**src/rtl/fifo_pkg.sv**
```systemverilog
// -----------------------------------------------------------------------------
// fifo_pkg
// Shared defaults and helpers for the FWFT read adapter and its skid buffer.
//   DATA_WIDTH_DEF : default read-data width
//   RD_LATENCY_DEF : default FIFO RAM read latency (1 or 2 cycles)
//   clog2()        : ceiling log2, used for pointer sizing
// -----------------------------------------------------------------------------
package fifo_pkg;

   localparam int DATA_WIDTH_DEF = 8;
   localparam int RD_LATENCY_DEF = 1;

   function automatic int clog2(input int value);
      int r;
      r = 0;
      while ((1 << r) < value) r++;
      return r;
   endfunction

endpackage

```
**src/rtl/fifo_fwft_rd_adapter_if.sv**
```systemverilog
// -----------------------------------------------------------------------------
// fifo_fwft_rd_adapter_if
// Bundles the FIFO read-side signals and the downstream valid/ready stream.
//   fifo_empty   : FIFO read-side empty flag
//   fifo_rd_data : FIFO RAM read data
//   fifo_rd_en   : read request to the FIFO read controller
//   m_valid      : m_data holds a valid word
//   m_data       : head-of-queue word
//   m_ready      : consumer accepts the word
//   buf_count    : words held in the skid buffer
// Modports:
//   master : the adapter (drives fifo_rd_en and the m_* stream)
//   slave  : the environment (FIFO + consumer)
// -----------------------------------------------------------------------------
interface fifo_fwft_rd_adapter_if
   import fifo_pkg::*;
#(
   parameter int DATA_WIDTH = DATA_WIDTH_DEF
) ();

   logic                  fifo_empty;
   logic [DATA_WIDTH-1:0] fifo_rd_data;
   logic                  fifo_rd_en;
   logic                  m_valid;
   logic [DATA_WIDTH-1:0] m_data;
   logic                  m_ready;
   logic [1:0]            buf_count;

   modport master (
      input  fifo_empty, fifo_rd_data, m_ready,
      output fifo_rd_en, m_valid, m_data, buf_count
   );

   modport slave (
      output fifo_empty, fifo_rd_data, m_ready,
      input  fifo_rd_en, m_valid, m_data, buf_count
   );

endinterface

```
**src/rtl/fwft_skid_buf.sv**
```systemverilog
// -----------------------------------------------------------------------------
// fwft_skid_buf
// Small circular buffer holding words returned by the FIFO RAM. The head word
// is presented combinationally (first-word-fall-through).
//   i_clk       : clock, rising edge
//   i_rst_n     : asynchronous active-low reset
//   i_push      : write i_push_data at the tail
//   i_push_data : word to write
//   i_pop       : remove the head word
//   o_count     : number of words held (0..DEPTH)
//   o_head      : head word
// -----------------------------------------------------------------------------
module fwft_skid_buf
   import fifo_pkg::*;
#(
   parameter int DATA_WIDTH = DATA_WIDTH_DEF,
   parameter int DEPTH      = RD_LATENCY_DEF + 1
) (
   input  logic                  i_clk,
   input  logic                  i_rst_n,
   input  logic                  i_push,
   input  logic [DATA_WIDTH-1:0] i_push_data,
   input  logic                  i_pop,
   output logic [1:0]            o_count,
   output logic [DATA_WIDTH-1:0] o_head
);

   localparam int PTR_W = (clog2(DEPTH) < 1) ? 1 : clog2(DEPTH);

   logic [DATA_WIDTH-1:0] r_mem [DEPTH];
   logic [PTR_W-1:0]      r_wr_ptr;
   logic [PTR_W-1:0]      r_rd_ptr;
   logic [1:0]            r_count;
   logic                  w_do_push;
   logic                  w_do_pop;

   // Pointers wrap at DEPTH, which need not be a power of two.
   function automatic logic [PTR_W-1:0] next_ptr(input logic [PTR_W-1:0] p);
      return (p == PTR_W'(DEPTH - 1)) ? '0 : p + 1'b1;
   endfunction

   assign w_do_pop  = i_pop && (r_count != 2'd0);
   assign w_do_push = i_push && ((r_count != 2'(DEPTH)) || w_do_pop);

   always_ff @(posedge i_clk or negedge i_rst_n) begin
      if (!i_rst_n) begin
         for (int i = 0; i < DEPTH; i++) r_mem[i] <= '0;
         r_wr_ptr <= '0;
         r_rd_ptr <= '0;
         r_count  <= 2'd0;
      end else begin
         if (w_do_push) begin
            r_mem[r_wr_ptr] <= i_push_data;
            r_wr_ptr        <= next_ptr(r_wr_ptr);
         end
         if (w_do_pop) r_rd_ptr <= next_ptr(r_rd_ptr);
         case ({w_do_push, w_do_pop})
            2'b10:   r_count <= r_count + 2'd1;
            2'b01:   r_count <= r_count - 2'd1;
            default: r_count <= r_count;
         endcase
      end
   end

   assign o_count = r_count;
   assign o_head  = r_mem[r_rd_ptr];

endmodule

```
**src/rtl/fifo_fwft_rd_adapter.sv**
```systemverilog
// -----------------------------------------------------------------------------
// fifo_fwft_rd_adapter
// Turns a FIFO with a registered RAM read (RD_LATENCY cycles) into a
// first-word-fall-through valid/ready stream with one word per cycle
// sustained throughput.
//   rd_clk   : read-domain clock, rising edge
//   rd_rst_n : asynchronous active-low reset
//   bus      : FIFO read side + m_* stream (see fifo_fwft_rd_adapter_if)
// -----------------------------------------------------------------------------
module fifo_fwft_rd_adapter
   import fifo_pkg::*;
#(
   parameter int DATA_WIDTH = DATA_WIDTH_DEF,
   parameter int RD_LATENCY = RD_LATENCY_DEF
) (
   input  logic                   rd_clk,
   input  logic                   rd_rst_n,
   fifo_fwft_rd_adapter_if.master bus
);

   localparam int DEPTH = RD_LATENCY + 1;

   logic [RD_LATENCY-1:0] r_inflight;
   logic [1:0]            w_count;
   logic [1:0]            w_inflight_cnt;
   logic                  w_pop;
   logic                  w_push;
   logic                  w_rd_en;
   logic [DATA_WIDTH-1:0] w_head;

   always_comb begin
      w_inflight_cnt = 2'd0;
      for (int i = 0; i < RD_LATENCY; i++)
         w_inflight_cnt = w_inflight_cnt + {1'b0, r_inflight[i]};
   end

   assign w_pop  = (w_count != 2'd0) && bus.m_ready;
   assign w_push = r_inflight[RD_LATENCY-1];

   // Issue a read only when every word already buffered or in flight, less the
   // one leaving this cycle, still leaves a free slot. Written as an addition
   // on the right so the compare never underflows. Gated by reset so nothing
   // is requested while the pipeline is being cleared.
   assign w_rd_en = rd_rst_n && !bus.fifo_empty &&
                    (({1'b0, w_count} + {1'b0, w_inflight_cnt}) <
                     (3'(DEPTH) + {2'b0, w_pop}));

   always_ff @(posedge rd_clk or negedge rd_rst_n) begin
      if (!rd_rst_n) begin
         r_inflight <= '0;
      end else begin
         r_inflight[0] <= w_rd_en;
         for (int i = 1; i < RD_LATENCY; i++) r_inflight[i] <= r_inflight[i-1];
      end
   end

   fwft_skid_buf #(
      .DATA_WIDTH (DATA_WIDTH),
      .DEPTH      (DEPTH)
   ) u_skid (
      .i_clk       (rd_clk),
      .i_rst_n     (rd_rst_n),
      .i_push      (w_push),
      .i_push_data (bus.fifo_rd_data),
      .i_pop       (w_pop),
      .o_count     (w_count),
      .o_head      (w_head)
   );

   assign bus.fifo_rd_en = w_rd_en;
   assign bus.m_valid    = (w_count != 2'd0);
   assign bus.m_data     = w_head;
   assign bus.buf_count  = w_count;

endmodule
```
**src/flat_wrapper.sv**
```systemverilog
// flat-port wrapper written by rule: the top's interface ports become plain ports
module fifo_fwft_rd_adapter_flat import fifo_pkg::*;
#(
   parameter int DATA_WIDTH = DATA_WIDTH_DEF,
   parameter int RD_LATENCY = RD_LATENCY_DEF
)
  (rd_clk, rd_rst_n, bus_fifo_empty, bus_fifo_rd_data, bus_m_ready, bus_fifo_rd_en, bus_m_valid, bus_m_data, bus_buf_count);
  fifo_fwft_rd_adapter_if #(.DATA_WIDTH(DATA_WIDTH)) bus_i ();
  input  logic rd_clk;
  input  logic rd_rst_n;
  input wire logic [$bits(bus_i.fifo_empty)-1:0] bus_fifo_empty;
  input wire logic [$bits(bus_i.fifo_rd_data)-1:0] bus_fifo_rd_data;
  input wire logic [$bits(bus_i.m_ready)-1:0] bus_m_ready;
  output wire logic [$bits(bus_i.fifo_rd_en)-1:0] bus_fifo_rd_en;
  output wire logic [$bits(bus_i.m_valid)-1:0] bus_m_valid;
  output wire logic [$bits(bus_i.m_data)-1:0] bus_m_data;
  output wire logic [$bits(bus_i.buf_count)-1:0] bus_buf_count;
  assign bus_i.fifo_empty = bus_fifo_empty;
  assign bus_i.fifo_rd_data = bus_fifo_rd_data;
  assign bus_i.m_ready = bus_m_ready;
  assign bus_fifo_rd_en = bus_i.fifo_rd_en;
  assign bus_m_valid = bus_i.m_valid;
  assign bus_m_data = bus_i.m_data;
  assign bus_buf_count = bus_i.buf_count;
  fifo_fwft_rd_adapter #(.DATA_WIDTH(DATA_WIDTH), .RD_LATENCY(RD_LATENCY)) u_core (.rd_clk(rd_clk), .rd_rst_n(rd_rst_n), .bus(bus_i));
endmodule
```
**config.mk**
```make
export PLATFORM = sky130hd
export DESIGN_NAME = fifo_fwft_rd_adapter_flat
export DESIGN_NICKNAME = d
export VERILOG_FILES = /design/src/rtl/fifo_pkg.sv /design/src/rtl/fifo_fwft_rd_adapter_if.sv /design/src/rtl/fwft_skid_buf.sv /design/src/rtl/fifo_fwft_rd_adapter.sv /design/src/flat_wrapper.sv
export SDC_FILE = /design/constraint.sdc
export NUM_CORES = 1
export LEC_CHECK = 0
export CAP_MARGIN = 30
export CORE_ASPECT_RATIO = 0.6
export CORE_MARGIN = 2
export CORE_UTILIZATION = 40
export DETAILED_ROUTE_END_ITERATION = 8
export GPL_TIMING_DRIVEN = 0
export PLACE_DENSITY = 0.67
export SETUP_SLACK_MARGIN = 0.3
export SLEW_MARGIN = 40
export SYNTH_ARGS = -nofsm -noshare
export SYNTH_HDL_FRONTEND = slang
export SYNTH_SLANG_ARGS = --single-unit
```
**constraint.sdc**
```tcl
create_clock -name rd_clk -period 3.6 [get_ports rd_clk]
set_input_delay 0.9 -clock rd_clk [delete_from_list [all_inputs] [get_ports rd_clk]]
set_output_delay 0.9 -clock rd_clk [all_outputs]
set_load 0.02 [all_outputs]
```
== After elaboration in Yosys (flattened, before gate mapping) ==
Index checks and enable logic that the tools add are counted.

* Output and inout port bits: 12
* Memories: 0
* Latch bits: 0
* Bits of input ports: 12
* Register bits: 21
* ROM bits: 0
* Memory bits (writable): 0

* $mul: 0
* Equal/unequal tests: 3
* Bitwise logic cells: 2
* Add/subtract/negate cells: 6
* Shift operators: 0
* Reduce and logical (&&, ||, !) cells: 10
* Divide/modulo/power cells: 0
* Multiplexer cells: 9
* Order comparisons: 4

{| class="wikitable"
|+ Operator list
! operator !! number
|-
| $mux W8 || 4
|-
| $bwmux W16 || 1
|-
| $demux W8 S1 || 1
|-
| $logic_and A1 B1 Y1 || 6
|-
| $ge A2 B2 Y1 const B || 2
|-
| $not A1 Y2 || 2
|-
| $pmux W2 S2 || 1
|-
| $reduce_bool A2 Y1 || 2
|-
| $add A2 B1 Y3 || 1
|-
| $add A2 B1 Y3 const A || 1
|-
| $lt A3 B3 Y1 || 1
|-
| $add A1 B1 Y1 const B || 2
|-
| $add A2 B1 Y2 const B || 1
|-
| $eq A2 B1 Y1 const B || 1
|-
| $eq A2 B2 Y1 const B || 1
|-
| $lt A2 B1 Y1 const B || 1
|-
| $mux W1 || 2
|-
| $ne A2 B2 Y1 const B || 1
|-
| $sub A2 B1 Y2 const B || 1
|-
| $logic_not A1 Y1 || 1
|-
| $logic_or A1 B1 Y1 || 1
|}

== Logic depth before layout (Yosys ltp) ==
* Word-level depth: 7
* Gate-level depth with buffers: 6
* Mapped depth without buffers: 6

== Modules after synthesis ==
A second synthesis with hierarchy kept.

* Cell total of the unflattened synthesis: 67
* Area total of the unflattened synthesis: 969.7 µm²

{| class="wikitable"
|+ Modules (own cells, without submodules)
! module !! cells an instance !! sequential area each (µm²) !! instances !! area an instance (µm²)
|-
| fwft_skid_buf || 58 || 500.5 || 1 || 889.6
|-
| fifo_fwft_rd_adapter || 9 || 25.0 || 1 || 80.1
|}

== Worst setup path before layout ==
OpenSTA, ideal clock, no wires.

* Kind: input to output
* Start point: in bus_m_ready
* End point: out bus_fifo_rd_en
* Slack: 1.246 ns
* Path buffers: 0
* Data arrival time: 1.454 ns
* Stages: 3
* Data required time: 2.700 ns
* Cells stage by stage: o21ai_0 o21ai_0 and3_1

* Word-level cells in the longest chain between the ends: 4

{| class="wikitable"
|+ Ends and longest elaborated chain
! what !! line !! RTL
|-
| from (decl) || flat_wrapper.sv:13 || <nowiki>input wire logic [$bits(bus_i.m_ready)-1:0] bus_m_ready;</nowiki>
|-
| $logic_and A1 B1 Y1 || fifo_fwft_rd_adapter.sv:37 || <nowiki>assign w_pop = (w_count != 2'd0) && bus.m_ready;</nowiki>
|-
| $add A2 B1 Y3 || fifo_fwft_rd_adapter.sv:46 || <nowiki>(3'(DEPTH) + {2'b0, w_pop}));</nowiki>
|-
| $lt A3 B3 Y1 || fifo_fwft_rd_adapter.sv:45 || <nowiki>(({1'b0, w_count} + {1'b0, w_inflight_cnt}) <</nowiki>
|-
| $logic_and A1 B1 Y1 || fifo_fwft_rd_adapter.sv:44 || <nowiki>assign w_rd_en = rd_rst_n && !bus.fifo_empty &&</nowiki>
|-
| to (decl) || flat_wrapper.sv:14 || <nowiki>output wire logic [$bits(bus_i.fifo_rd_en)-1:0] bus_fifo_rd_en;</nowiki>
|}

Every way passes these cells.

== Worst setup path in the final report ==
Same ends and word-level chain as after synthesis.

==> run summary <==
Post-synth ARST share: 100.0%
clk buf depth: 2
Req. time, crit path: 2.70 ns
Mean Syn Cell Area: 14.58 um2
hold path depth: 1
Yosys top cell by area: dfrtp_1
Worst Slack Setup Final: 0.4341 ns
Total GRT Usage: 14.47%
layout cell share with drive strength beyond 1: 34.41%
sequential-to-total area share from yosys stat: 54.62%
ANT cells: 0
Pre-Repair DR Iteration Count: 3
worst hold start: u_core.u_skid.r_mem[3]
cell row count: 13
synth top area cells: dfrtp_1, mux2_2, ha_1
Placement Setup Slack: 0.1691 ns
R2R setup slack: 1.93 ns
slew margin rel.: 62.58%
Period Utilization, post-route: 87.94%
Post-DP Area: 1225 um2
initial antenna violation count: 0
arrival time worst endpoint: 2.27 ns
r2r worst-path depth: 5
status: finished, final reports clean
final net count: 109
CTS buffer count: 3
PortBufs: 23
Final GP Congestion: 0.6912
Die X: 67.32 um
YS warnings: 0
via count: 582
Clock Skew: 0.0007264 ns
largest net degree at the start of global routing: 23
I/O Pins: 24
max cap viols: 0
Power per Cell Area: 956.6 nW/um2
count of pins over their slew limit: 0
VDD IR max: 495.9 uV
cell with the most instances after synthesis: mux2_2
die area: 2827 um2
Min Clock Period, post-route: 3.166 ns
height of the die: 41.99 um
Synth top area share: 54.62%
hpwl dp: 1220 um
Synth Instances: 66
Area growth syn-to-layout: 31.86%
top fanout value on the critical path: 3
RSZ-0062 raised after global routing: false
first-pass GRT wire length: 2953 um
Commonest cells post-synth: mux2_2, dfrtp_1, xnor2_1
distinct cell type count after synthesis: 16
GRT overflow: 0
vias in the first global route: 644
Yosys reg bits: 21
cts hold-fix bufs: 0
routed len/inst: 13.35 um
top_reg_cell synth: dfrtp_1
number of vias per cell: 4.732
core area: 2212 um2
hold_ws: 0.5097 ns
fmax: 0.3159 GHz
clock slew at reported path FFs: 0.07 ns
CTS tree: built
CTS sink cnt: 21
DRT iter0 DRCs: 12
Worst-Skew Late Latency: 0.26 ns
number of fill cells: 196
Worst setup SP type: primary input
syn_nets: 81
Final Hold Viols: 0
Hold EP: u_core.u_skid.r_mem[3]
synthesized area: 962.2 um2
Hold Crit Class: reg -> reg
post-route antenna net violation count: 0
Critical R2R Launch: u_core.u_skid.o_count[0]
post-route design area: 1269 um2
worst slew pin tran: 0.5614 ns
static leakage: 0.5290 nW
kind of critical path: in -> out
FF-to-FF End: u_core.u_skid.o_count[1]
Setup violations, final: 0
Post-synth EDFFs: 0
Routed WL: 1642 um
Root Buffer: clkbuf_8
Setup crit end kind: output port
Initial Utilization: 43.50%
H-tree levels: 1
drt drc: 0
## registers in the layout, indices dropped and copies added, names as in the netlist
name                    flops
u_core.u_skid.r_mem        16
u_core.u_skid.o_count       2
u_core.r_inflight           1
u_core.u_skid.r_rd_ptr      1
u_core.u_skid.r_wr_ptr      1
## worst max path at each step
stage / to / slack [ns] / depth (start not counted) / startpoint
after global placement: bus_fifo_rd_en / -0.29 / 3 / rd_rst_n
final: bus_fifo_rd_en / 0.43 / 5 / bus_m_ready
after global routing: bus_fifo_rd_en / 0.33 / 5 / bus_m_ready
after floorplan: bus_fifo_rd_en / 1.25 / 3 / bus_m_ready
after detailed placement: bus_fifo_rd_en / 0.17 / 5 / bus_m_ready
after CTS: bus_fifo_rd_en / 0.43 / 5 / bus_m_ready
## critical path: stages
cell,delay (ns)
clkdlybuf4s50_1,0.48
o21ai_0,0.16
o21ai_0,0.20
and3_1,0.19
dlygate4sd2_1,0.34
## layout make-up
cell class | count | area [um2] | share of cell area [%]
sequential | 21 | 525.5 | 41.42
multi-input combinational | 43 | 429.2 | 33.83
timing repair buffer | 23 | 224.0 | 17.65
clock buffer | 4 | 45.04 | 3.550
tap | 30 | 37.54 | 2.959
buffer | 1 | 3.754 | 0.2959
inverter | 1 | 3.754 | 0.2959
## power breakdown
| group | total (W) | internal (W) | switching [W] |
|---|---|---|---|
| Sequential | 0.000434 | 0.000356 | 0.0000779 |
| Combinational | 0.000629 | 0.000358 | 0.000271 |
| Clock | 0.000151 | 0.0000788 | 0.0000724 |
| Total | 0.00121 | 0.000792 | 0.000421 |
## layout by cell type, fill, tap and decap left out
cell,instances
o21ai_0,2
nor2_2,1
nor3b_4,1
nand2b_1,1
buf_2,1
xor2_1,1
xnor2_1,4
dfrtp_1,21
inv_1,1
nand2_1,1
clkbuf_1,2
mux2_2,24
nor3b_2,1
or2_2,1
clkdlybuf4s50_1,21
dlygate4sd2_1,1
and3_1,1
ha_1,3
nor2_1,2
clkbuf_8,3
## cells by family after synthesis
logic type | synth area share, %
mux | 28.09
flops | 54.62
xor+xnor | 4.551
compound gates | 1.040
simple gates | 7.024
buf+inv | 0.7795
fa+ha+maj | 3.902
## metal layers
layer	track usage, %	share of wire, %
met2	20.59	42
met3	6.452	6.6
met4	2.449	0.61
met1	20.63	51
met5	0	0
## repair_timing
item / CTS / global route
setup buffers: 0 / 0
endpoints found under the setup margin: 1 / 0
gates resized for setup: 1 / 0
## metrics by stage
| step | util, % | instances | TNS, ns | power (W) |
|---|---|---|---|---|
| CTS | 57.35 | 123 | 0 | 0.001226 |
| detailed placement | 55.37 | 119 | 0 | 0.001073 |
| floorplan | - | 66 | 0 | 0.0008285 |
| finish | 57.35 | 123 | 0 | 0.001214 |
| global placement | 55.60 | 119 | -0.2884 | 0.001059 |
| global route | 57.35 | 123 | 0 | 0.001305 |
Note: power is estimated with default switching activity, not from simulation.
